## config.mk

```make
export PLATFORM = sky130hd
export DESIGN_NAME = sd_card_cmd_responder
export DESIGN_NICKNAME = d
export VERILOG_FILES = /design/src/rtl/sd_card_cmd_responder.sv
export SDC_FILE = /design/constraint.sdc
export NUM_CORES = 1
export LEC_CHECK = 0
export BUFFER_PORTS_ARGS = -buffer_cell sky130_fd_sc_hd__buf_2
export CORE_UTILIZATION = 45
export CTS_CLUSTER_SIZE = 20
export DETAILED_ROUTE_END_ITERATION = 10
export PLACE_DENSITY = 0.68
export SLEW_MARGIN = 20
export SYNTH_ARGS = -nofsm -noshare
export SYNTH_HDL_FRONTEND = slang
export SYNTH_SLANG_ARGS = --single-unit
```

## constraint.sdc

```tcl
create_clock -name sd_clk -period 2.25 [get_ports sd_clk]
set_input_delay 0.3375 -clock sd_clk [delete_from_list [all_inputs] [get_ports sd_clk]]
set_output_delay 0.3375 -clock sd_clk [all_outputs]
set_load 0.01 [all_outputs]
```

## src/rtl/sd_card_cmd_responder.sv

```systemverilog
// Card-side SD CMD line endpoint: receives 48-bit host commands (CRC7/end-bit checked)
// and returns R1/R3 (48-bit) or R2 (136-bit) responses after an NCR idle gap.
//
// state | meaning
// IDLE  | line released, waiting for a command start bit or a response request
// RX    | shifting in command bits 46..0
// GAP   | response latched, waiting out the NCR gap before the start bit
// TX    | driving response frame bits onto CMD
module sd_card_cmd_responder #(
    parameter int NCR = 2
) (
    input  logic         sd_clk,
    input  logic         rst,
    input  logic         cmd_in,
    output logic         cmd_out,
    output logic         cmd_oe,
    output logic         cmd_valid,
    output logic [5:0]   cmd_index,
    output logic [31:0]  cmd_arg,
    output logic         cmd_crc_err,
    input  logic         rsp_req,
    input  logic [1:0]   rsp_type,
    input  logic [5:0]   rsp_index,
    input  logic [31:0]  rsp_arg,
    input  logic [127:0] rsp_cid,
    output logic         rsp_busy,
    output logic         rsp_done
);
    typedef enum logic [1:0] {IDLE, RX, GAP, TX} state_t;

    localparam logic [6:0] GAP_MAX = 7'd127;
    localparam logic [6:0] NCR_CNT = 7'(NCR);
    localparam logic [1:0] RT_R1   = 2'd1;
    localparam logic [1:0] RT_R2   = 2'd2;

    state_t         state_q, state_d;
    logic [7:0]     cnt_q, cnt_d;
    logic [6:0]     crc_q, crc_d;
    logic [45:0]    rx_sr_q, rx_sr_d;
    logic           rx_fin_q, rx_fin_d;
    logic [6:0]     gap_q, gap_d;
    logic [135:0]   tx_sr_q, tx_sr_d;
    logic [1:0]     rt_q, rt_d;
    logic [5:0]     ri_q, ri_d;
    logic [31:0]    ra_q, ra_d;
    logic [126:0]   rc_q, rc_d;
    logic           busy_q, busy_d, done_q, done_d, out_q, out_d, oe_q, oe_d;
    logic           valid_q, valid_d, err_q, err_d;
    logic [5:0]     index_q, index_d;
    logic [31:0]    arg_q, arg_d;
    logic [135:0]   frame_full;
    logic           tx_bit;
    logic           cid_lsb_unused;

    // cid[0] is not part of the R2 frame; the end bit takes its place.
    assign cid_lsb_unused = rsp_cid[0];

    function automatic logic [6:0] crc7_step(input logic [6:0] c, input logic b);
        logic fb;
        fb = c[6] ^ b;
        return {c[5:3], c[2] ^ fb, c[1:0], fb};
    endfunction

    // Left-aligned frame image; the R1 CRC field is zero here and is driven serially during TX.
    always_comb begin
        frame_full = '0;
        case (rt_q)
            RT_R1:   frame_full = {2'b00, ri_q, ra_q, 7'h00, 1'b1, 88'h0};
            RT_R2:   frame_full = {2'b00, 6'h3F, rc_q, 1'b1};
            default: frame_full = {2'b00, 6'h3F, ra_q, 7'h7F, 1'b1, 88'h0};
        endcase
    end

    always_comb begin
        state_d  = state_q;
        cnt_d    = cnt_q;
        crc_d    = crc_q;
        rx_sr_d  = rx_sr_q;
        rx_fin_d = 1'b0;
        gap_d    = (gap_q == GAP_MAX) ? GAP_MAX : gap_q + 7'd1;
        tx_sr_d  = tx_sr_q;
        rt_d     = rt_q;
        ri_d     = ri_q;
        ra_d     = ra_q;
        rc_d     = rc_q;
        busy_d   = busy_q;
        done_d   = 1'b0;
        out_d    = 1'b1;
        oe_d     = 1'b0;
        valid_d  = 1'b0;
        index_d  = index_q;
        arg_d    = arg_q;
        err_d    = err_q;
        tx_bit   = 1'b1;

        if (rx_fin_q) begin
            valid_d = 1'b1;
            index_d = rx_sr_q[45:40];
            arg_d   = rx_sr_q[39:8];
            err_d   = (crc_q != rx_sr_q[7:1]) || !rx_sr_q[0];
        end

        if (rsp_req && !busy_q && state_q != RX && rsp_type != 2'd0) begin
            rt_d    = rsp_type;
            ri_d    = rsp_index;
            ra_d    = rsp_arg;
            rc_d    = rsp_cid[127:1];
            busy_d  = 1'b1;
            state_d = GAP;
        end

        case (state_q)
            IDLE: begin
                if (!cmd_in) begin
                    state_d = RX;
                    cnt_d   = 8'd46;
                    crc_d   = '0;
                end
            end
            RX: begin
                if (cnt_q == 8'd46 && !cmd_in) begin
                    state_d = busy_q ? GAP : IDLE;
                end else begin
                    if (cnt_q != 8'd46) rx_sr_d = {rx_sr_q[44:0], cmd_in};
                    if (cnt_q >= 8'd8) crc_d = crc7_step(crc_q, cmd_in);
                    if (cnt_q == 8'd0) begin
                        rx_fin_d = 1'b1;
                        gap_d    = '0;
                        state_d  = busy_q ? GAP : IDLE;
                    end else begin
                        cnt_d = cnt_q - 8'd1;
                    end
                end
            end
            GAP: begin
                // A host command arriving while a response is pending wins; GAP resumes after it.
                if (!cmd_in) begin
                    state_d = RX;
                    cnt_d   = 8'd46;
                    crc_d   = '0;
                end else if (gap_q >= NCR_CNT) begin
                    state_d = TX;
                    out_d   = 1'b0;
                    oe_d    = 1'b1;
                    tx_sr_d = {frame_full[134:0], 1'b0};
                    cnt_d   = (rt_q == RT_R2) ? 8'd135 : 8'd47;
                    crc_d   = '0;
                end
            end
            TX: begin
                if (cnt_q == 8'd0) begin
                    state_d = IDLE;
                    busy_d  = 1'b0;
                    done_d  = 1'b1;
                end else begin
                    if (rt_q == RT_R1 && cnt_q <= 8'd8 && cnt_q >= 8'd2) begin
                        tx_bit = crc_q[6];
                        crc_d  = {crc_q[5:0], 1'b0};
                    end else begin
                        tx_bit = tx_sr_q[135];
                        if (rt_q == RT_R1 && cnt_q >= 8'd9) crc_d = crc7_step(crc_q, tx_bit);
                    end
                    tx_sr_d = {tx_sr_q[134:0], 1'b0};
                    cnt_d   = cnt_q - 8'd1;
                    out_d   = tx_bit;
                    oe_d    = 1'b1;
                end
            end
            default: state_d = IDLE;
        endcase
    end

    always_ff @(posedge sd_clk) begin
        if (rst) begin
            state_q  <= IDLE;
            cnt_q    <= '0;
            crc_q    <= '0;
            rx_sr_q  <= '0;
            rx_fin_q <= 1'b0;
            gap_q    <= GAP_MAX;
            tx_sr_q  <= '0;
            rt_q     <= '0;
            ri_q     <= '0;
            ra_q     <= '0;
            rc_q     <= '0;
            busy_q   <= 1'b0;
            done_q   <= 1'b0;
            out_q    <= 1'b1;
            oe_q     <= 1'b0;
            valid_q  <= 1'b0;
            err_q    <= 1'b0;
            index_q  <= '0;
            arg_q    <= '0;
        end else begin
            state_q  <= state_d;
            cnt_q    <= cnt_d;
            crc_q    <= crc_d;
            rx_sr_q  <= rx_sr_d;
            rx_fin_q <= rx_fin_d;
            gap_q    <= gap_d;
            tx_sr_q  <= tx_sr_d;
            rt_q     <= rt_d;
            ri_q     <= ri_d;
            ra_q     <= ra_d;
            rc_q     <= rc_d;
            busy_q   <= busy_d;
            done_q   <= done_d;
            out_q    <= out_d;
            oe_q     <= oe_d;
            valid_q  <= valid_d;
            err_q    <= err_d;
            index_q  <= index_d;
            arg_q    <= arg_d;
        end
    end

    assign cmd_out     = out_q;
    assign cmd_oe      = oe_q;
    assign cmd_valid   = valid_q;
    assign cmd_index   = index_q;
    assign cmd_arg     = arg_q;
    assign cmd_crc_err = err_q;
    assign rsp_busy    = busy_q;
    assign rsp_done    = done_q;
endmodule

```

==> impl.org <==
** Status
- Run status :: finished, final reports clean

** Clock network
- The H-tree was split into 2 levels.
- CTS tree :: done
- After clock tree synthesis, the flow added hold-fix buffers numbering 0.
- Number of clock sinks :: between 400 and 500
- The number of clock buffers added by TritonCTS is 44.
- Clock slew seen by the registers of the worst setup and hold paths :: 0.06 ns
- Clock Root Buffer :: sky130_fd_sc_hd__clkbuf_16
- Later-pin clock latency in the skew report :: around 0.55 ns
- Maximum buffer depth of the clock tree :: 3

** Yosys
- Sequential-to-total area share from yosys stat :: 0.523
- For this run, asynchronously set or reset flops after synthesis account for 0.
- Cell area after technology mapping :: between 15000 and 20000 um2
- Average cell area after synthesis :: around 8.6 um2
- The most used flip-flop cell after synthesis is sky130_fd_sc_hd__dfxtp_1.
- Counting flops and latches in the post-synthesis netlist gives between 400 and 500.
- Post-synth net total :: ~2000
- Top cells by area in the synthesized netlist :: sky130_fd_sc_hd__dfxtp_1 (52%), sky130_fd_sc_hd__nand2_1 (12%), sky130_fd_sc_hd__a21oi_1 (8.5%)
- The share of synthesized area in the top cell type comes to 0.523.
- In the synthesized netlist, the number of instances is between 1500 and 2000.
- The Yosys step of the flow raised 0 warnings.
- The largest total area in the synthesized netlist belongs to sky130_fd_sc_hd__dfxtp_1.
- Count of flip-flops with a built-in enable after synthesis :: 0
- In this run, distinct cell masters in the synthesized netlist total between 50 and 60.

** Floorplanning
- Placeable core region :: around 35000 um2
- Cell row count :: between 60 and 70
- Total Die Area :: around 36000 um2
- For this configuration, the core starts out at a cell density of 0.460.
- I/O pin cnt :: between 200 and 250
- DIE WIDTH :: around 190 um
- From bottom edge to top edge, the die measures between 150 and 200 um.

** Power
- Worst voltage drop across the vdd grid :: 675 uV
- In this run the static leakage power is between 6 and 7 nW.
- Net switching component of the power :: about 4.2 mW
- Clock power share :: 0.437
- The share of total power dissipated in sequential elements is 0.460.
- Power density normalized to cell area :: 886 nW/um2
- Of the total power, the share spent switching nets is 0.244.
- Of the total power, combinational logic draws 0.103.
- Internal power contribution :: 13.0 mW

** Place
- Detailed placement ended at an HPWL of 23.3 mm.
- Once placement finished, the instance area stood at about 18000 um2.
- Port bufs :: between 200 and 250
- Timing analysis after detailed placement gives a worst setup slack of -0.0144 ns.
- Routability congestion estimate from global placement :: roughly 0.84
- Number of placed instances, taps included :: 2403

** STA
- Headroom to the max-slew limit came out at 0.491.
- Transition time at the pin with the least slew margin :: 0.763 ns
- RSZ-0062 raised after global routing :: yes
- Period utilisation layout :: 0.978
- Number of pins exceeding their max-slew limit in the final report :: 0
- Setup violations remaining at the end of the flow were counted as 0.
- The routed design could run at a clock period as short as about 2.2 ns.
- Timing would allow up to 454 MHz.
- For the final database, setup skew stands at 0.0261 ns.
- Final critical-path setup slack :: ~0.049 ns
- The final number of hold-violating endpoints is 0.

** Route
- Total detailed-routing wirelength :: just under 40 mm
- The pre-antenna-repair detailed-routing pass consisted of 5 iterations.
- The detailed router finished its first iteration with ~930 violations.
- The detail route stage leaves a number of antenna-violating nets equal to 0.
- Post-detailed-route via-to-cell ratio :: approximately 5.5
- Dividing the detail-routed wire length by the instance count gives 15.7 um.
- Overall via count from detail_route :: 13600
- Post-route DRC :: 0

** Cells and area
- After the last flow step, the layout net total stands at ~2200.
- Excluding fillers, the count of instances in the completed layout stands at around 2500.
- Leaving out fill and tap cells, the most frequent cells in the layout are sky130_fd_sc_hd__nand2_1 (496), sky130_fd_sc_hd__dfxtp_1 (415), sky130_fd_sc_hd__a21oi_1 (272).
- Leading cell type in the layout, fill and taps excluded :: sky130_fd_sc_hd__nand2_1
- Final Instance Area :: 19400 um2
- The filler cells instantiated in the layout total roughly 3100.
- Proportion of layout cells with a drive suffix above 1 :: 0.179
- Share of the core filled with cells :: 0.558
- P&R area growth vs syn :: 21.3%

** Worst setup path
- Endpoint type of the worst setup path :: flip-flop
- Of all nets on the critical path, the largest fanout is 43.
- Capture point of the worst reg-to-reg path :: tx_sr_q[8]$_SDFFE_PP0P_
- STA puts the critical path data arrival time at about 2.6 ns.
- Measured in cells, the most critical reg-to-reg path has a length of 7.
- For the worst setup path, the data required time is about 2.7 ns.
- In this run the critical register-to-register path is launched from cnt_q[7]$_SDFFE_PP0P_.
- Type of element launching the critical path :: flip-flop
- The critical path starts at cnt_q[7]$_SDFFE_PP0P_.
- Worst setup slack for register-to-register paths :: 0.05 ns
- Type of the worst setup path :: flip-flop to flip-flop

** Worst hold path
- The startpoint identified for the worst hold timing path is rsp_cid[111].
- The path with the worst hold slack has its endpoint at rc_q[110]$_SDFFE_PP0P_.
- Worst min-delay path category :: input port to flip-flop
- Number of cells on the worst hold path :: 3

** Global routing
- The via count of the first global-routing pass was 13000.
- Entering global routing, the biggest net connects roughly 150 pins.
- For this run the aggregate overflow at the end of global routing stands at 0.
- In this run the most used layer during global routing was met2.
- Grt met2 use :: 0.348
- Antenna violations before repair :: 0
- For this run, the total global-route usage over all layers was measured as 0.210.
- GR Util met3 :: 0.0322
- For this run, global-route usage on met1 was measured as 0.285.
- First-pass GRT wire length :: 63.8 mm

** Run
- Number of violations of the max-capacitance limit :: 0
[flip-flops by register name (all words and copies together), names as in the netlist, 2 cells and up]
register / cells
gap_q: 7
cmd_arg: 32
ra_q: 32
ri_q: 6
rc_q: 127
state_q: 2
cnt_q: 8
tx_sr_q: 135
cmd_index: 6
rt_q: 2
crc_q: 7
rx_sr_q: 46
[through the flow]
| stage | TNS, ns | hold slack, ns | power (mW) |
|---|---|---|---|
| detailed placement | -0.0337 | 0.444 | 9.76 |
| global placement | 0 | 0.438 | 9.72 |
| global route | -0.243 | 0.0183 | 17.9 |
| finish | 0 | 0.0272 | 17.2 |
| CTS | 0 | 0.00413 | 17.3 |
| floorplan | 0 | 0.432 | 9.14 |
[power by group through the flow]
stage | Sequential [mW] | Clock (mW) | Combinational [mW]
floorplan | 8.00 | 0 | 1.14
detailed placement | 8.05 | 0 | 1.71
CTS | 7.89 | 7.66 | 1.73
global route | 7.93 | 7.97 | 1.96
finish | 7.90 | 7.49 | 1.77
global placement | 8.04 | 0 | 1.68
[worst max path at each step]
stage                                    end  slack [ns]
floorplan           tx_sr_q[39]$_SDFFE_PP0P_        0.01
global placement    tx_sr_q[24]$_SDFFE_PP0P_        0.03
detailed placement  tx_sr_q[21]$_SDFFE_PP0P_       -0.01
CTS                 rx_sr_q[26]$_SDFFE_PP0P_        0.03
global route        tx_sr_q[32]$_SDFFE_PP0P_       -0.02
finish               tx_sr_q[8]$_SDFFE_PP0P_        0.05
[per-layer routing]
metal / vias to the layer above / share of wire
met5: - / 0
met4: 0 / 0.015
met3: 55 / 0.051
met2: 313 / 0.47
met1: 6430 / 0.47
li1: 6824 / -
[Yosys cell counts, drive strengths merged (5+ instances only)]
master	count
o211ai	40
a21oi	272
nand3	20
a22oi	86
buf	32
nand4	6
o2bb2ai	85
clkbuf	131
or3	5
nor3	9
a21o	6
nor2	58
o21ai	19
a31oi	9
nor4	5
ha	7
a221o	33
dfxtp	417
mux2i	40
a211oi	6
inv	12
xnor2	10
nand2	497
[final cells by class]
| cell class | count | area [um2] | share of cell area |
|---|---|---|---|
| flip-flops and latches | 417 | 8350 | 0.431 |
| multi-input cells | 1259 | 7030 | 0.363 |
| repair buffers | 270 | 1860 | 0.0961 |
| clock buffers | 60 | 1240 | 0.0642 |
| well taps | 455 | 569 | 0.0294 |
| clock inverters | 20 | 272 | 0.0140 |
| inverters | 13 | 48.8 | 0.00252 |
| diodes | 1 | 2.50 | 0.000129 |
[logic make-up after synthesis]
family / synth area share
AOI/OAI and AO/OA: 0.240
xor gates and xnor gates: 0.00767
adders and majority gates: 0.00548
buffers and inverters: 0.0439
DFF: 0.523
muxes: 0.0258
and+or+nand+nor: 0.154
[critical path, stage by stage, from the launching register on]
cell	delay, ns
sky130_fd_sc_hd__dfxtp_2	0.33
sky130_fd_sc_hd__or4_4	0.53
sky130_fd_sc_hd__or3_4	0.40
sky130_fd_sc_hd__a2bb2oi_4	0.16
sky130_fd_sc_hd__buf_12	0.18
sky130_fd_sc_hd__nor3_4	0.09
sky130_fd_sc_hd__buf_12	0.20
sky130_fd_sc_hd__o2bb2ai_1	0.15
[repair_timing]
action | 4_1_cts | 5_1_grt
endpoints found under the hold margin | 0 | 0
buffers inserted | 4 | 1
cloned | 1 | 4
endpoints found under the setup margin | 30 | 79
pin swaps | 0 | 1
gates resized for setup | 0 | 11
Power figures use the tool's default switching activity.
